<file path="src/rtl/mipi_csi_rx_frame_controller_pkg.sv">
// CSI-2 constants and frame-controller state encoding shared by the
// frame controller and its header detector.
package mipi_csi_rx_frame_controller_pkg;

  localparam int MIPI_GEAR = 8;
  localparam int LANES     = 2;
  localparam int DATA_W    = MIPI_GEAR * LANES;

  localparam logic [7:0] SYNC_BYTE = 8'hB8;

  localparam logic [5:0] DT_FS    = 6'h00;
  localparam logic [5:0] DT_FE    = 6'h01;
  localparam logic [5:0] DT_RAW10 = 6'h2B;
  localparam logic [5:0] DT_RAW12 = 6'h2C;
  localparam logic [5:0] DT_RAW14 = 6'h2D;

  typedef enum logic [1:0] {
    ST_IDLE    = 2'd0,
    ST_WAIT_FS = 2'd1,
    ST_FRAME   = 2'd2
  } frame_state_e;

  function automatic logic is_line_dt(input logic [5:0] dt);
    return (dt == DT_RAW10) || (dt == DT_RAW12) || (dt == DT_RAW14);
  endfunction

endpackage

</file>
<file path="src/rtl/mipi_csi_rx_frame_controller_if.sv">
// Aligned 2-lane byte stream: valid plus 16-bit data (lane0 in [7:0]).
interface mipi_csi_rx_frame_controller_if;
  import mipi_csi_rx_frame_controller_pkg::*;

  logic              valid;
  logic [DATA_W-1:0] data;

  modport master (output valid, output data);
  modport slave  (input  valid, input  data);

endinterface

</file>
<file path="src/rtl/mipi_csi_rx_header_detector_2lane.sv">
// Finds CSI-2 packet headers on the aligned 2-lane stream for one virtual
// channel and classifies them as FS, FE or RAW line packets.
module mipi_csi_rx_header_detector_2lane
  import mipi_csi_rx_frame_controller_pkg::*;
(
  input  logic              clk_i,
  input  logic              reset_n_i,
  input  logic              data_valid_i,
  input  logic [DATA_W-1:0] data_i,
  input  logic [1:0]        vc_i,
  output logic              is_fs,
  output logic              is_fe,
  output logic              is_line,
  output logic [15:0]       wc
);

  logic [DATA_W-1:0] d1_q, d1_d;
  logic [DATA_W-1:0] d2_q, d2_d;
  logic              hdr_hit;
  logic [5:0]        di;

  // History clears on any gap so a stale sync word never pairs with new data.
  always_comb begin
    d1_d = '0;
    d2_d = '0;
    if (data_valid_i) begin
      d1_d = data_i;
      d2_d = d1_q;
    end
  end

  always_ff @(posedge clk_i or negedge reset_n_i) begin
    if (!reset_n_i) begin
      d1_q <= '0;
      d2_q <= '0;
    end else begin
      d1_q <= d1_d;
      d2_q <= d2_d;
    end
  end

  always_comb begin
    di      = d1_q[5:0];
    hdr_hit = data_valid_i && (d2_q == {SYNC_BYTE, SYNC_BYTE}) && (d1_q[7:6] == vc_i);
    is_fs   = hdr_hit && (di == DT_FS);
    is_fe   = hdr_hit && (di == DT_FE);
    is_line = hdr_hit && is_line_dt(di);
    wc      = {data_i[7:0], d1_q[15:8]};
  end

endmodule

</file>
<file path="src/rtl/mipi_csi_rx_frame_controller.sv">
// Tracks FS/FE framing for one virtual channel, gates decoder valid to
// in-frame traffic, and counts lines/frames with framing-error pulses.
module mipi_csi_rx_frame_controller
  import mipi_csi_rx_frame_controller_pkg::*;
#(
  parameter int TIMEOUT_W = 20
)
(
  input  logic                                  clk_i,
  input  logic                                  reset_n_i,
  mipi_csi_rx_frame_controller_if.slave         rx_if,
  mipi_csi_rx_frame_controller_if.master        dec_if,
  input  logic                                  enable_i,
  input  logic                                  single_shot_i,
  input  logic [1:0]                            vc_i,
  input  logic [15:0]                           expected_lines_i,
  output logic                                  frame_active_o,
  output logic                                  frame_start_o,
  output logic                                  frame_end_o,
  output logic [15:0]                           line_count_o,
  output logic [15:0]                           frame_count_o,
  output logic                                  line_err_o,
  output logic                                  fs_err_o,
  output logic                                  timeout_err_o
);

  localparam logic [TIMEOUT_W-1:0] TIMEOUT_ONE = TIMEOUT_W'(1);
  localparam logic [TIMEOUT_W-1:0] TIMEOUT_MAX = '1;

  logic        is_fs, is_fe, is_line;
  logic [15:0] hdr_wc;
  wire         unused_hdr_wc = ^hdr_wc;

  frame_state_e         state_q, state_d;
  logic [15:0]          line_cnt_q, line_cnt_d;
  logic [15:0]          frame_cnt_q, frame_cnt_d;
  logic [TIMEOUT_W-1:0] timeout_q, timeout_d;
  logic [DATA_W-1:0]    data_q, data_d;
  logic                 valid_q, valid_d;
  logic                 fs_pulse_q, fs_pulse_d;
  logic                 fe_pulse_q, fe_pulse_d;
  logic                 line_err_q, line_err_d;
  logic                 fs_err_q, fs_err_d;
  logic                 to_err_q, to_err_d;

  mipi_csi_rx_header_detector_2lane u_hdr (
    .clk_i        (clk_i),
    .reset_n_i    (reset_n_i),
    .data_valid_i (rx_if.valid),
    .data_i       (rx_if.data),
    .vc_i         (vc_i),
    .is_fs        (is_fs),
    .is_fe        (is_fe),
    .is_line      (is_line),
    .wc           (hdr_wc)
  );

  always_comb begin
    state_d     = state_q;
    line_cnt_d  = line_cnt_q;
    frame_cnt_d = frame_cnt_q;
    timeout_d   = timeout_q;
    fs_pulse_d  = 1'b0;
    fe_pulse_d  = 1'b0;
    line_err_d  = 1'b0;
    fs_err_d    = 1'b0;
    to_err_d    = 1'b0;

    unique case (state_q)
      ST_IDLE: begin
        if (enable_i) state_d = ST_WAIT_FS;
      end
      ST_WAIT_FS: begin
        if (is_fs) begin
          state_d    = ST_FRAME;
          fs_pulse_d = 1'b1;
          line_cnt_d = '0;
          timeout_d  = '0;
        end else if (!enable_i) begin
          state_d = ST_IDLE;
        end
      end
      ST_FRAME: begin
        // Dropping enable mid-frame is honoured only once FE closes the frame.
        if (is_fe) begin
          fe_pulse_d  = 1'b1;
          frame_cnt_d = frame_cnt_q + 16'd1;
          line_err_d  = (line_cnt_q != expected_lines_i);
          timeout_d   = '0;
          state_d     = (single_shot_i || !enable_i) ? ST_IDLE : ST_WAIT_FS;
        end else if (is_fs) begin
          fs_err_d   = 1'b1;
          fs_pulse_d = 1'b1;
          line_cnt_d = '0;
          timeout_d  = '0;
        end else if (is_line) begin
          if (line_cnt_q != 16'hFFFF) line_cnt_d = line_cnt_q + 16'd1;
          timeout_d = '0;
        end else if (timeout_q == (TIMEOUT_MAX - TIMEOUT_ONE)) begin
          to_err_d  = 1'b1;
          timeout_d = '0;
          state_d   = ST_WAIT_FS;
        end else begin
          timeout_d = timeout_q + TIMEOUT_ONE;
        end
      end
      default: state_d = ST_IDLE;
    endcase
  end

  // FS bytes are blocked because the gate looks at the current state; the
  // FE-completing word is blocked explicitly so the gate closes on that edge.
  always_comb begin
    data_d  = rx_if.data;
    valid_d = rx_if.valid && (state_q == ST_FRAME) && !is_fe;
  end

  always_ff @(posedge clk_i or negedge reset_n_i) begin
    if (!reset_n_i) begin
      state_q     <= ST_IDLE;
      line_cnt_q  <= '0;
      frame_cnt_q <= '0;
      timeout_q   <= '0;
      data_q      <= '0;
      valid_q     <= 1'b0;
      fs_pulse_q  <= 1'b0;
      fe_pulse_q  <= 1'b0;
      line_err_q  <= 1'b0;
      fs_err_q    <= 1'b0;
      to_err_q    <= 1'b0;
    end else begin
      state_q     <= state_d;
      line_cnt_q  <= line_cnt_d;
      frame_cnt_q <= frame_cnt_d;
      timeout_q   <= timeout_d;
      data_q      <= data_d;
      valid_q     <= valid_d;
      fs_pulse_q  <= fs_pulse_d;
      fe_pulse_q  <= fe_pulse_d;
      line_err_q  <= line_err_d;
      fs_err_q    <= fs_err_d;
      to_err_q    <= to_err_d;
    end
  end

  assign dec_if.data    = data_q;
  assign dec_if.valid   = valid_q;
  assign frame_active_o = (state_q == ST_FRAME);
  assign frame_start_o  = fs_pulse_q;
  assign frame_end_o    = fe_pulse_q;
  assign line_count_o   = line_cnt_q;
  assign frame_count_o  = frame_cnt_q;
  assign line_err_o     = line_err_q;
  assign fs_err_o       = fs_err_q;
  assign timeout_err_o  = to_err_q;

endmodule

</file>
<file path="src/flat_wrapper.sv">
// flat-port wrapper written by rule: the top's interface ports become plain ports
module mipi_csi_rx_frame_controller_flat import mipi_csi_rx_frame_controller_pkg::*;
#(
  parameter int TIMEOUT_W = 20
)
  (clk_i, reset_n_i, enable_i, single_shot_i, vc_i, expected_lines_i, frame_active_o, frame_start_o, frame_end_o, line_count_o, frame_count_o, line_err_o, fs_err_o, timeout_err_o, rx_if_valid, rx_if_data, dec_if_valid, dec_if_data);
  mipi_csi_rx_frame_controller_if rx_if_i ();
  mipi_csi_rx_frame_controller_if dec_if_i ();
  input  logic clk_i;
  input  logic reset_n_i;
  input  logic enable_i;
  input  logic single_shot_i;
  input  logic [1:0] vc_i;
  input  logic [15:0] expected_lines_i;
  output logic frame_active_o;
  output logic frame_start_o;
  output logic frame_end_o;
  output logic [15:0] line_count_o;
  output logic [15:0] frame_count_o;
  output logic line_err_o;
  output logic fs_err_o;
  output logic timeout_err_o;
  input wire logic [$bits(rx_if_i.valid)-1:0] rx_if_valid;
  input wire logic [$bits(rx_if_i.data)-1:0] rx_if_data;
  output wire logic [$bits(dec_if_i.valid)-1:0] dec_if_valid;
  output wire logic [$bits(dec_if_i.data)-1:0] dec_if_data;
  assign rx_if_i.valid = rx_if_valid;
  assign rx_if_i.data = rx_if_data;
  assign dec_if_valid = dec_if_i.valid;
  assign dec_if_data = dec_if_i.data;
  mipi_csi_rx_frame_controller #(.TIMEOUT_W(TIMEOUT_W)) u_core (.clk_i(clk_i), .reset_n_i(reset_n_i), .rx_if(rx_if_i), .dec_if(dec_if_i), .enable_i(enable_i), .single_shot_i(single_shot_i), .vc_i(vc_i), .expected_lines_i(expected_lines_i), .frame_active_o(frame_active_o), .frame_start_o(frame_start_o), .frame_end_o(frame_end_o), .line_count_o(line_count_o), .frame_count_o(frame_count_o), .line_err_o(line_err_o), .fs_err_o(fs_err_o), .timeout_err_o(timeout_err_o));
endmodule
</file>
<file path="config.mk">
export PLATFORM = sky130hd
export DESIGN_NAME = mipi_csi_rx_frame_controller_flat
export DESIGN_NICKNAME = d
export VERILOG_FILES = /design/src/rtl/mipi_csi_rx_frame_controller_pkg.sv /design/src/rtl/mipi_csi_rx_frame_controller_if.sv /design/src/rtl/mipi_csi_rx_header_detector_2lane.sv /design/src/rtl/mipi_csi_rx_frame_controller.sv /design/src/flat_wrapper.sv
export SDC_FILE = /design/constraint.sdc
export NUM_CORES = 1
export LEC_CHECK = 0
export ABC_AREA = 1
export CAP_MARGIN = 40
export CORE_MARGIN = 2
export CORE_UTILIZATION = 32
export DETAILED_ROUTE_END_ITERATION = 8
export HOLD_SLACK_MARGIN = 0.06
export PLACE_DENSITY_LB_ADDON = 0.25
export SYNTH_ARGS = -nofsm -noshare
export SYNTH_HDL_FRONTEND = slang
export SYNTH_SLANG_ARGS = --single-unit
</file>
<file path="constraint.sdc">
create_clock -name clk_i -period 1.98 [get_ports clk_i]
set_input_delay 0.396 -clock clk_i [delete_from_list [all_inputs] [get_ports clk_i]]
set_output_delay 0.396 -clock clk_i [all_outputs]
set_load 0.02 [all_outputs]
</file>
Yosys cells after proc, flatten, opt, wreduce, memory -nomap -nowiden:

Cells that the tools add are included.

* input port bits: 39
* output and inout bits: 55
* bits in registers: 108
* word-level logic and storage cells: 91

* reduce and logical (&&, ||, !) cells: 19
* equality and inequality tests: 20
* add/subtract/negate cells: 3
* mux-type cells: 36

Operators with widths (number)
* $mux W16: 7
* $mux W20: 5
* $pmux W20 S2: 1
* $add A16 B1 Y16 const B: 2
* $pmux W16 S2: 1
* $add A20 B1 Y20 const B: 1
* $eq A20 B20 Y1 const B: 1
* $eq A6 B6 Y1 const B: 3
* $eq A16 B16 Y1 const B: 1
* $ne A16 B16 Y1: 1
* $ne A16 B16 Y1 const B: 1
* $mux W2: 7
* $mux W1: 13
* $reduce_and A5 Y1: 2
* $ne A3 B1 Y1 const B: 3
* $logic_and A1 B1 Y1: 7
* $eq A6 B1 Y1 const B: 1
* $logic_not A6 Y1: 1
* $ne A3 B2 Y1 const B: 2
* $pmux W2 S3: 1
* $ne A2 B2 Y1 const B: 2
* $reduce_and A2 Y1: 2
* $logic_or A1 B1 Y1: 3
* $ne A3 B3 Y1 const B: 1
* other kinds (8): 9

Depth between registers and ports, before layout:

* depth after elaboration: 8
* mapped depth: 14
* gate-level depth less buffers: 13

Cells and area by module:

From an unflattened synthesis, not the netlist that was laid out.

* cells, all modules: 726
* area, all modules: 5771.8 µm²

Modules (own cells, without submodules)
* mipi_csi_rx_frame_controller: instances 1, area an instance 4404.2 µm², seq. area each 1901.8 µm², cells each 565
* mipi_csi_rx_header_detector_2lane: instances 1, area an instance 1367.6 µm², seq. area each 800.8 µm², cells each 161

Worst setup path before layout:

No wires, ideal clock.

* path kind: reg2reg
* start point: register u_core.line_cnt_q[0] (netlist: u_core.line_count_o[0])
* end point: register u_core.line_cnt_q[5] (netlist: u_core.line_count_o[5])
* library setup time: 0.118 ns
* required time: 1.862 ns
* slack: 0.030 ns
* stages on the path, launching flop included: 12
* clock period less this slack: 1.950 ns
* data arrival time: 1.832 ns
* path buffers: 1
* cell sequence: dfrtp_1 > ha_1 > nand3_2 > nor2_2 > nand2_1 > nor2_4 > nand3_1 > nand3_2 > nand3_4 > buf_2 > nand3_1 > nand2_1

* cells in the longest elaborated chain, start to end: 6
* elaborated cells between the ends (all ways): 9
* classes of those cells: 1 x add/sub; 2 x eq/ne; 5 x mux; 1 x reduce/logical

RTL lines
* start: declaration: line mipi_csi_rx_frame_controller.sv:35 `logic [15:0] line_cnt_q, line_cnt_d;`
* start signal: assignment: line mipi_csi_rx_frame_controller.sv:133 `line_cnt_q <= line_cnt_d;`
* $add A16 B1 Y16: line mipi_csi_rx_frame_controller.sv:97 `if (line_cnt_q != 16'hFFFF) line_cnt_d = line_cnt_q + 16'd1;`
* $mux W16: line mipi_csi_rx_frame_controller.sv:97
* $mux W16: line mipi_csi_rx_frame_controller.sv:96 `end else if (is_line) begin`
* $mux W16: line mipi_csi_rx_frame_controller.sv:91 `end else if (is_fs) begin`
* $mux W16: line mipi_csi_rx_frame_controller.sv:85 `if (is_fe) begin`
* $pmux W16 S2: line mipi_csi_rx_frame_controller.sv:69 `unique case (state_q)`

Parallel ways exist; a longest one is shown, timed or not. The select of a mux whose other input is x is not followed.
A chain may end at the register's enable or synchronous reset.

Final worst setup path:

* start point: register u_core.line_cnt_q[11] (netlist: u_core.line_count_o[11])
* end point: output line_count_o[11]

RTL lines
* end: declaration: line flat_wrapper.sv:18 `output logic [15:0] line_count_o;`

No word-level cell between the ends.

==> results.rst <==
.. list-table::
   :header-rows: 1

   * - Metric
     - Value
   * - Reg2Reg Launch Point
     - u_core.line_count_o[0]
   * - Capturing element type of the critical path
     - output port
   * - Final hold vios
     - 0
   * - Worst setup slack after layout
     - 0.0716 ns
   * - Via count of the first global-routing pass
     - approximately 4.6k
   * - Area share of the largest cell type after synthesis
     - 47.4%
   * - Insertion delay to the later sink of the worst-skew pair
     - 0.35 ns
   * - Vias/cell
     - roughly 4.5
   * - Critical path's top delay family
     - buffers and inverters
   * - Share of synthesized flip-flops with an asynchronous set or reset
     - 100%
   * - Antenna Cells
     - 0
   * - Arrival @ worst endpoint
     - 1.51 ns
   * - Final global-route overflow total
     - 0
   * - Number of clock buffers inserted by TritonCTS
     - 9
   * - Horizontal extent of the die
     - 137 µm
   * - Number of antenna violations at the first check in global routing
     - 0
   * - Post-synthesis sequential area ratio
     - 47.4%
   * - Post-Synthesis Mean Instance Area
     - 7.76 µm²
   * - Area of the die
     - 0.0189 mm²
   * - Top-level I/O count
     - 94
   * - Post-Route Skew
     - between 0.01 and 0.015 ns
   * - Setup violations, final
     - 0
   * - Met2 Use GR
     - 24.1%
   * - Destination of the critical timing path
     - line_count_o[11]
   * - WS Path Type
     - reg -> out
   * - Cell count after synthesis
     - 735
   * - Run status
     - completed
   * - Library cell with the highest instance count after synthesis
     - sky130_fd_sc_hd__nand2_1
   * - Initial core utilization
     - 32.9%
   * - Count of routing violations after the opening detailed-route iteration
     - 191
   * - Worst Path Buf+Inv
     - 1
   * - Portion of the clock cycle consumed by the worst path in the final layout
     - 96.4%
   * - Static power due to leakage
     - 3.67 nW
   * - Std cell rows
     - 48
   * - Register-to-Register Setup Slack
     - about 0.14 ns
   * - Required time worst endpoint
     - 1.58 ns
   * - Number of synthesized flops with an enable pin
     - 0
   * - Non-filler cells in the finished layout
     - between 1k and 1.5k
   * - Final #Nets
     - roughly 910
   * - Wire length of the first global-routing pass
     - between 20,000 and 25,000 µm
   * - Logic depth of the worst setup path including buffers
     - 1
   * - Category of the worst setup path launch point
     - flip-flop
   * - Count of state elements after synthesis
     - 108
   * - Area inside the core boundary
     - 0.0174 mm²
   * - Placed Cells
     - 1,070
   * - Post-layout min period
     - 1.91 ns
   * - Synth area leaders
     - sky130_fd_sc_hd__dfrtp_1 47%, sky130_fd_sc_hd__nand2_1 13%, sky130_fd_sc_hd__inv_1 7.6%
   * - CP max stage delay
     - 0.67 ns
   * - Die Height
     - between 100 and 150 µm
   * - Slew at the pin closest to its max-slew limit
     - about 0.45 ns
   * - IO Port Bufs
     - 93
   * - Most Used Layer, Global Route
     - met2
   * - Routability congestion estimate from global placement
     - 0.823
   * - CP Cell Sequence
     - clkdlybuf4s50_1
   * - Detail-routed net length per standard cell
     - 11.8 µm
   * - Pre-CTS setup slack
     - -0.324 ns
   * - Post-layout power
     - between 5 and 6 mW
   * - Met1 track utilization from global routing
     - 19.5%
   * - Via count
     - 4,869
   * - Worst Hold Class
     - reg -> reg
   * - Primary flip-flop cell chosen by synthesis mapping
     - sky130_fd_sc_hd__dfrtp_1
   * - Maximum number of buffers from clock root to sink
     - 2
   * - Most frequent cells after synthesis
     - 205 x sky130_fd_sc_hd__nand2_1, 115 x sky130_fd_sc_hd__inv_1, 108 x sky130_fd_sc_hd__dfrtp_1
   * - Slew Viols, Final
     - 0
   * - Number of nets still failing antenna checks after routing
     - 0
   * - Cell area after synthesis
     - 0.00570 mm²
   * - Number of maximum-capacitance constraint violations
     - 0
   * - Clock root buffer
     - sky130_fd_sc_hd__clkbuf_16
   * - Power per unit of standard cell area
     - 711 mW/mm²
   * - Critical-path maximum fanout
     - 7
   * - Synthesis-to-layout area growth
     - 32.8%
   * - Length in cells of the worst reg-to-reg path
     - 11
   * - Critical path launch point
     - u_core.line_count_o[11]
   * - Maximum level of the CTS H-tree
     - 3
   * - Largest net degree at the start of global routing
     - 44
   * - Met3 global-route usage
     - approximately 3%
   * - Final HPWL from detailed placement
     - ~9600 µm
   * - Final wirelength
     - 12,900 µm
   * - 1st-pass router iterations
     - 4
   * - Number of remaining DRC errors
     - 0
   * - Fraction of final layout cells with drive strength greater than 1
     - 9.94%
   * - TritonCTS clock tree
     - done
   * - Fillers
     - 1,761
   * - Number of sinks handled by clock tree synthesis
     - 108
   * - Slowest library cell on the worst path
     - sky130_fd_sc_hd__clkdlybuf4s50_1
   * - Highest clock rate
     - 524 MHz
   * - Top cell type by total area after synthesis
     - sky130_fd_sc_hd__dfrtp_1
   * - Total GRT Usage
     - around 15%
   * - Clock-pin slew on the worst setup and hold paths
     - around 0.08 ns
   * - Total Neg Setup Slack
     - 0 ns
   * - Max-Slew Margin vs Limit
     - 70.0%
   * - Synth unique cells
     - 33
   * - VDD IR-drop max
     - 0.475 mV
   * - Yosys warns
     - 0
   * - Syn Nets
     - 782
   * - Reg-to-reg critical path endpoint
     - u_core.line_count_o[14]
metal layers:
layer,share of wire [%],vias to the layer above
met5,0,-
met4,1.4,0
met3,4.7,11
met2,46,86
met1,48,2237
li1,-,2535
power by group:
part | switching, mW | internal [mW]
combinational | 0.716 | 0.564
clock | 0.912 | 0.901
sequential | 0.0324 | 2.26
stage by stage:
step | util [%] | hold WS (ns) | cell area, µm²
finish | 43.6 | 0.436 | 7570
global route | 43.6 | 0.456 | 7570
CTS | 43.2 | 0.441 | 7500
detailed placement | 41.4 | 0.362 | 7190
global placement | 41.4 | 0.365 | 7190
floorplan | - | 0.100 | 5700
logic make-up after synthesis:
logic type / after synthesis / synth area share (%)
and+or+nand+nor: 433 / 34.6
xor gates and xnor gates: 33 / 5.07
buffers and inverters: 137 / 9.59
DFF: 108 / 47.4
AOI/OAI and AO/OA: 16 / 1.60
adders and majority gates: 8 / 1.76
area by class of cell:
class | instances | area (µm²) | share of cell area [%]
inverter | 118 | 443 | 5.85
timing repair buffer | 133 | 1360 | 18.0
sequential | 108 | 2700 | 35.7
multi-input combinational | 490 | 2480 | 32.7
clock inverter | 7 | 80.1 | 1.06
clock buffer | 9 | 225 | 2.98
tap | 225 | 282 | 3.72
tightest hold or removal path: cells and delay by family (launching register included):
kind                   cells  cell delay (ns)
buffers and inverters      1             0.04
flip-flops                 1             0.32
AND/OR/NAND/NOR            1             0.05
registers in the layout (all words and copies together), names as in the netlist, 2 cells and up:
signal and count:
u_core.timeout_q 20, u_core.u_hdr.d2_q 16, u_core.line_count_o 16, u_core.frame_count_o 16, u_core.u_hdr.d1_q 16, u_core.dec_if.data 16, u_core.state_q 2
timing repair:
| action | 4_1_cts | 5_1_grt |
|---|---|---|
| hold buffers | 1 | 0 |
| endpoints found under the setup margin | 1 | 37 |
| setup buffers | 0 | 3 |
| pin swaps | 0 | 4 |
| hold endpoints to repair | 29 | 0 |
| gates resized for setup | 1 | 9 |
how the worst min path moves through the flow:
stage / from / end / slack (ns) / cells after the start
6_report: u_core.u_hdr.d1_q[12] / u_core.u_hdr.d2_q[12] / 0.44 / 2
5_1_grt: u_core.u_hdr.d1_q[11] / u_core.u_hdr.d2_q[11] / 0.46 / 2
4_1_cts: u_core.u_hdr.d1_q[14] / u_core.u_hdr.d2_q[14] / 0.44 / 2
3_5_place_dp: reset_n_i / u_core.dec_if.data[14] / 0.36 / 1
3_3_place_gp: reset_n_i / u_core.dec_if.data[14] / 0.36 / 1
2_1_floorplan: reset_n_i / u_core.dec_if.data[0] / 0.10 / 0
placed cells by master (no fill, tap or decap), types with 4 or more instances in the layout:
cell type / n
sky130_fd_sc_hd__inv_1: 115
sky130_fd_sc_hd__nand3b_1: 6
sky130_fd_sc_hd__nor3_1: 20
sky130_fd_sc_hd__ha_1: 8
sky130_fd_sc_hd__dfrtp_1: 108
sky130_fd_sc_hd__or2_2: 4
sky130_fd_sc_hd__nand3_2: 4
sky130_fd_sc_hd__clkdlybuf4s50_1: 89
sky130_fd_sc_hd__clkbuf_16: 9
sky130_fd_sc_hd__nor2_1: 82
sky130_fd_sc_hd__xor2_1: 12
sky130_fd_sc_hd__a21oi_1: 5
sky130_fd_sc_hd__nand3_1: 61
sky130_fd_sc_hd__buf_12: 10
sky130_fd_sc_hd__nor2_4: 5
sky130_fd_sc_hd__xnor2_1: 21
sky130_fd_sc_hd__nand4_1: 31
sky130_fd_sc_hd__o21ai_0: 6
sky130_fd_sc_hd__buf_4: 30
sky130_fd_sc_hd__nand2_1: 203
sky130_fd_sc_hd__nor2_2: 4
Note: power is estimated with default switching activity, not from simulation.
